File: src/rtl/word72_stream_ctrl.sv
`default_nettype none
// ============================================================================
// Module      : word72_stream_ctrl
// Description : Streaming FIFO controller for a dual-port 128-bit SRAM
//               (word72 wrapper). Port A is used only for writes and port B
//               only for reads. A 2-entry output stage (head + skid) absorbs
//               the one-cycle SRAM read latency, which sustains 1 word/cycle.
//
//   clk, rst            : single clock, synchronous active-high reset
//   flush               : synchronous clear of all queued data
//   in_valid/ready/data : upstream write stream (128 bits)
//   out_valid/ready/data: downstream read stream (128 bits)
//   level               : words in SRAM + read in flight + output stage
//   sram_a/wean/dia/oea : SRAM port A (write only)
//   sram_b/webn/dib/oeb : SRAM port B (read only), sram_dob returns next cycle
//
// Revision    : 1.0 - initial release
// ============================================================================
module word72_stream_ctrl #(
    parameter int DEPTH = 72
) (
    input  logic         clk,
    input  logic         rst,
    input  logic         flush,
    input  logic         in_valid,
    output logic         in_ready,
    input  logic [127:0] in_data,
    output logic         out_valid,
    input  logic         out_ready,
    output logic [127:0] out_data,
    output logic [6:0]   level,
    output logic [6:0]   sram_a,
    output logic [7:0]   sram_wean,
    output logic [127:0] sram_dia,
    output logic         sram_oea,
    output logic [6:0]   sram_b,
    output logic [7:0]   sram_webn,
    output logic [127:0] sram_dib,
    output logic         sram_oeb,
    input  logic [127:0] sram_dob
);

    localparam logic [6:0] c_ptr_last = 7'(DEPTH - 1);
    localparam logic [7:0] c_depth    = 8'(DEPTH);

    logic [6:0]   r_wr_ptr, r_rd_ptr;
    logic [7:0]   r_sram_cnt;
    logic         r_inflight;
    logic [1:0]   r_out_occ;
    logic [127:0] r_head, r_skid;
    logic [6:0]   r_level;

    logic         w_in_ready, w_wr, w_pop, w_rd;
    logic [2:0]   w_stage;
    logic [6:0]   w_wr_ptr_nxt, w_rd_ptr_nxt;
    logic [7:0]   w_cnt_nxt;
    logic         w_inflight_nxt;
    logic [1:0]   w_occ_nxt;
    logic [127:0] w_head_nxt, w_skid_nxt;
    logic [6:0]   w_level_nxt;

    assign w_in_ready = (r_sram_cnt < c_depth) && !flush && !rst;
    assign w_wr       = in_valid && w_in_ready;
    assign w_pop      = (r_out_occ != 2'd0) && out_ready && !rst;
    // Words already committed to the output path after this cycle's pop.
    // A new read is only issued if its data is guaranteed a free slot.
    assign w_stage    = {2'b00, r_inflight} + {1'b0, r_out_occ} - {2'b00, w_pop};
    // Reads may issue during a flush; their data is dropped because the
    // flush clears the inflight flag before sram_dob would be captured.
    assign w_rd       = (r_sram_cnt != 8'd0) && (w_stage < 3'd2) && !rst;

    always_comb begin
        w_wr_ptr_nxt   = r_wr_ptr;
        w_rd_ptr_nxt   = r_rd_ptr;
        w_cnt_nxt      = r_sram_cnt + {7'd0, w_wr} - {7'd0, w_rd};
        w_inflight_nxt = w_rd;
        w_occ_nxt      = r_out_occ;
        w_head_nxt     = r_head;
        w_skid_nxt     = r_skid;

        if (w_wr) begin
            w_wr_ptr_nxt = (r_wr_ptr == c_ptr_last) ? 7'd0 : r_wr_ptr + 7'd1;
        end
        if (w_rd) begin
            w_rd_ptr_nxt = (r_rd_ptr == c_ptr_last) ? 7'd0 : r_rd_ptr + 7'd1;
        end

        // Output stage: push is the data of last cycle's read.
        case ({r_inflight, w_pop})
            2'b11: begin
                if (r_out_occ == 2'd2) begin
                    w_head_nxt = r_skid;
                    w_skid_nxt = sram_dob;
                end else begin
                    w_head_nxt = sram_dob;
                end
            end
            2'b01: begin
                w_head_nxt = r_skid;
                w_occ_nxt  = r_out_occ - 2'd1;
            end
            2'b10: begin
                if (r_out_occ == 2'd0) begin
                    w_head_nxt = sram_dob;
                end else begin
                    w_skid_nxt = sram_dob;
                end
                w_occ_nxt = r_out_occ + 2'd1;
            end
            default: ;
        endcase

        if (flush) begin
            w_wr_ptr_nxt   = 7'd0;
            w_rd_ptr_nxt   = 7'd0;
            w_cnt_nxt      = 8'd0;
            w_inflight_nxt = 1'b0;
            w_occ_nxt      = 2'd0;
            w_head_nxt     = '0;
            w_skid_nxt     = '0;
        end

        w_level_nxt = w_cnt_nxt[6:0] + {6'd0, w_inflight_nxt} + {5'd0, w_occ_nxt};
    end

    always_ff @(posedge clk) begin
        if (rst) begin
            r_wr_ptr   <= 7'd0;
            r_rd_ptr   <= 7'd0;
            r_sram_cnt <= 8'd0;
            r_inflight <= 1'b0;
            r_out_occ  <= 2'd0;
            r_head     <= '0;
            r_skid     <= '0;
            r_level    <= 7'd0;
        end else begin
            r_wr_ptr   <= w_wr_ptr_nxt;
            r_rd_ptr   <= w_rd_ptr_nxt;
            r_sram_cnt <= w_cnt_nxt;
            r_inflight <= w_inflight_nxt;
            r_out_occ  <= w_occ_nxt;
            r_head     <= w_head_nxt;
            r_skid     <= w_skid_nxt;
            r_level    <= w_level_nxt;
        end
    end

    // Equal pointers mean empty (no read) or full (no write), so a same-address
    // write/read pair can never be presented to the SRAM.
    always_ff @(posedge clk) begin
        if (!rst) begin
            a_no_collision: assert (!(w_wr && w_rd && (r_wr_ptr == r_rd_ptr)));
        end
    end

    // Outputs are forced to their idle values while rst is asserted.
    assign in_ready  = w_in_ready;
    assign out_valid = (r_out_occ != 2'd0) && !rst;
    assign out_data  = rst ? '0 : r_head;
    assign level     = rst ? 7'd0 : r_level;

    assign sram_a    = rst ? 7'd0 : r_wr_ptr;
    assign sram_wean = w_wr ? 8'h00 : 8'hFF;
    assign sram_dia  = rst ? '0 : in_data;
    assign sram_oea  = 1'b0;

    assign sram_b    = rst ? 7'd0 : r_rd_ptr;
    assign sram_webn = 8'hFF;
    assign sram_dib  = '0;
    assign sram_oeb  = w_rd;

endmodule
`default_nettype wire

File: config.mk
export PLATFORM = sky130hd
export DESIGN_NAME = word72_stream_ctrl
export DESIGN_NICKNAME = d
export VERILOG_FILES = /design/src/rtl/word72_stream_ctrl.sv
export SDC_FILE = /design/constraint.sdc
export NUM_CORES = 1
export LEC_CHECK = 0
export ABC_AREA = 1
export BUFFER_PORTS_ARGS = -buffer_cell sky130_fd_sc_hd__buf_4
export CORE_AREA = 2 2 264 266
export CTS_CLUSTER_SIZE = 16
export DETAILED_ROUTE_END_ITERATION = 10
export DIE_AREA = 0 0 266 268
export GPL_ROUTABILITY_DRIVEN = 0
export PLACE_DENSITY_LB_ADDON = 0.15
export SLEW_MARGIN = 10
export SYNTH_ARGS = -nofsm -noshare
export SYNTH_HDL_FRONTEND = slang
export SYNTH_SLANG_ARGS = --single-unit
File: constraint.sdc
create_clock -name clk -period 14.2 [get_ports clk]
set_input_delay 3.55 -clock clk [delete_from_list [all_inputs] [get_ports clk]]
set_output_delay 3.55 -clock clk [all_outputs]
set_load 0.02 [all_outputs]
==> impl_summary.log <==
[metrics] fin crit period: 9.821 ns
[metrics] total of warnings raised by yosys: 0
[metrics] pin count of the biggest net entering global routing: 132
[metrics] mean cell area of the mapped netlist: 6.389 µm²
[metrics] cell chain of the critical path: buf_8, nor2_1, nand2_1, inv_1, ha_1, or2_2, fa_1, nand2_1, a21oi_2, o211ai_4, inv_2, buf_4
[metrics] ratio of cells with drive above 1 in the final layout: 20.71%
[metrics] most common cell after layout, fill and taps aside: buf_4
[metrics] CP dominant cell by count: nand2_1
[metrics] post-CTS setup repair buffer count: 0
[metrics] final standard cell utilization of the core: 32.96%
[metrics] Fill cells: 7,678
[metrics] Gates resized, CTS repair: 0
[metrics] number of nets in the finished design: 3,393
[metrics] Max-slew headroom: 25.58%
[metrics] r2r worst-path depth: 25
[metrics] worst IR drop on VDD: 0.00007040 V
[metrics] fmax: 0.1018 GHz
[metrics] clock-pin transition on the worst setup and hold timing paths: 0.05 ns
[metrics] TritonCTS sink count: 288
[metrics] critical path endpoint category: output pin
[metrics] minimum setup slack among reg-to-reg paths: 9.22 ns
[metrics] final critical-path share of the clock period: 69.16%
[metrics] die outline height: 268 µm
[metrics] P per Cell Area: 136.4 mW/mm²
[metrics] count of maximum capacitance violations: 0
[metrics] CP peak stage delay: 0.55 ns
[metrics] H-tree depth: 2
[metrics] number of search-and-repair iterations in the first detailed-routing pass: 5
[metrics] DRC violation count after routing: 0
[metrics] horizontal extent of the die: 266 µm
[metrics] largest clock skew in the final design: 0.02286 ns
[metrics] number of hold violations in the final report: 0
[metrics] first-pass GRT wire length: 98.51 mm
[metrics] register area: 0.005766 mm²
[metrics] leading cell types by total area after synthesis: dfxtp_1, o21ai_0, inv_1
[metrics] Lkg Pwr: 10.17 nW
[metrics] total number of vias: 18.03k
[metrics] area enclosed by the die boundary: 0.07129 mm²
[metrics] TritonCTS buffer count: 39
[metrics] library cell contributing the largest single delay on the critical path: buf_8
[metrics] number of primary I/O pins: 686
[metrics] mapped cell area: 0.01733 mm²
[metrics] final slew viol count: 0
[metrics] startpoint class of the critical path: input port
[metrics] initial antenna violation count: 8
[metrics] multi-input combinational cell area: 0.008233 mm²
[metrics] core area: 0.06823 mm²
[metrics] final global-route overflow total: 0
[metrics] status: finished clean
[metrics] final WL: 66.69 mm
[metrics] number of DRC markers after the initial detailed-route iteration: 921
[metrics] top cell type by total area after synthesis: dfxtp_1
[metrics] total of buffers placed on input and output ports: 548
[metrics] Area growth, synth to finish: 29.79%
[metrics] final total negative setup slack: 0 ns
[metrics] Detailed Place HPWL: 45.80 mm
[metrics] share of Yosys cell area claimed by the top area cell type: 33.27%
[metrics] number of endpoints failing setup at the final stage: 0
[metrics] Hold Buf Count CTS: 0
[metrics] count of distinct cell types in the synthesized netlist: 36
[metrics] CTS root buffer: clkbuf_16
[metrics] initial standard-cell utilization of the core: 25.40%
[metrics] reg-to-reg endpoint: r_level[6]
[metrics] insertion delay to the later sink of the worst-skew pair: 0.55 ns
[metrics] worst hold path startpoint: r_skid[15]
[metrics] floorplan row count: 96
[metrics] first element of the critical path: rst
[metrics] data arrival time of the critical path: 6.27 ns
[metrics] CTS tree: yes
[metrics] most frequent cells in the layout: buf_4, inv_1, o21ai_0, nor2_1, dfxtp_1
[metrics] number of buffers on the longest clock path: 3
[metrics] proportion of synthesized chip area in sequential cells: 33.27%
[metrics] launch point of the worst reg-to-reg path: r_out_occ[0]
[metrics] number of instances in the synthesized netlist: 2,712
[metrics] termination of the worst setup path: sram_oeb
[metrics] path class of the lowest-slack min-delay path: reg2reg
[metrics] aggregate global-route resource usage: 17.62%
[metrics] pin slew with the least headroom to its limit: 1.116 ns
[metrics] post-route ant nets: 0
[metrics] critical path fanouts, max: 131
[metrics] register bit total from synthesis: 288
[metrics] post-detailed-route via-to-cell ratio: 4.486
[metrics] unrepaired setup endpoints after global routing: false
[metrics] critical path class: in2out
[metrics] via count of the first global-routing pass: 16.44k
[metrics] worst path required time: 10.65 ns
[metrics] routed wire length per instance: 16.60 µm
## worst max-delay path: cells and delay by family
kind / cells / cell delay, ns
AO/OA/AOI/OAI: 2 / 0.29
adder cells (fa/ha/maj): 2 / 0.77
buffers and inverters: 4 / 0.98
AND/OR/NAND/NOR: 4 / 0.64
## state kept, by name, summed over array words and instances, names as in the netlist
register and flops:
r_sram_cnt 8, r_head 128, r_level 7, r_skid 128, r_out_occ 2, r_wr_ptr 7
r_rd_ptr 7, r_inflight 1
## final cells by class
cell class | count | area share, %
multi-input cells | 1719 | 36.61
flip-flops and latches | 288 | 25.64
repair buffers | 566 | 18.93
inverters | 495 | 8.329
clock buffers | 61 | 5.380
well taps | 882 | 4.907
clock inverters | 5 | 0.1892
diodes | 2 | 0.02225
## routing by layer
metal	up-vias	global-route usage, %	wire length, µm
met3	78	3.665	4133
met1	8194	20.28	26670
met2	515	32.40	34030
li1	9237	-	-
met5	-	0	8
met4	2	5.724	1844
## cell families (layout without fill, tap and decap cells)
family	count (synthesis)	in the layout	share of synthesized area, %
buffers and inverters	840	1127	22.21
AOI/OAI and AO/OA	937	937	28.61
DFF	288	288	33.27
and+or+nand+nor	621	621	13.98
adders and majority gates	23	23	1.834
xor gates and xnor gates	1	1	0.05055
other	2	139	0.04334
## where the power goes
group	switching, W	total, W	internal [W]	leakage [nW]
Clock	0.000384	0.000966	0.000582	0.615
Combinational	0.000813	0.00117	0.000354	7.23
Sequential	0.0000413	0.000934	0.000893	2.33
Total	0.00124	0.00307	0.00183	10.2
## cell usage after synthesis (all sizes together)
cell	count
nor3	7
o21ai	476
ha	19
or2	3
a31oi	130
clkbuf	109
xor2	1
a21oi	280
nand2	263
inv	494
fa	4
nor2	322
nand4	8
conb	2
a21boi	1
o21bai	1
clkinv	1
dfxtp	288
a211oi	1
o22ai	47
nand3	18
o211ai	1
buf	236
## worst min-delay path by stage
stage                             end  depth (start not counted)
after floorplan            r_skid[10]                          2
after global placement    r_skid[121]                          2
after detailed placement  r_rd_ptr[6]                          2
after CTS                 r_rd_ptr[6]                          2
after global routing       r_skid[25]                          2
final                      r_skid[15]                          2
## through the flow
| step | setup WS, ns | cell area [µm²] | total power, W | cells | hold slack (ns) |
|---|---|---|---|---|---|
| 2_1_floorplan | 4.909 | 17830 | 0.001792 | 2847 | 0.4410 |
| 3_3_place_gp | 4.347 | 21230 | 0.002133 | 3950 | 0.4608 |
| 3_5_place_dp | 4.347 | 21230 | 0.002126 | 3950 | 0.4600 |
| 4_1_cts | 4.327 | 22480 | 0.003119 | 4016 | 0.4684 |
| 5_1_grt | 4.170 | 22490 | 0.003294 | 4018 | 0.4821 |
| 6_report | 4.379 | 22490 | 0.003067 | 4018 | 0.4686 |
(Power assumes the default switching activity.)
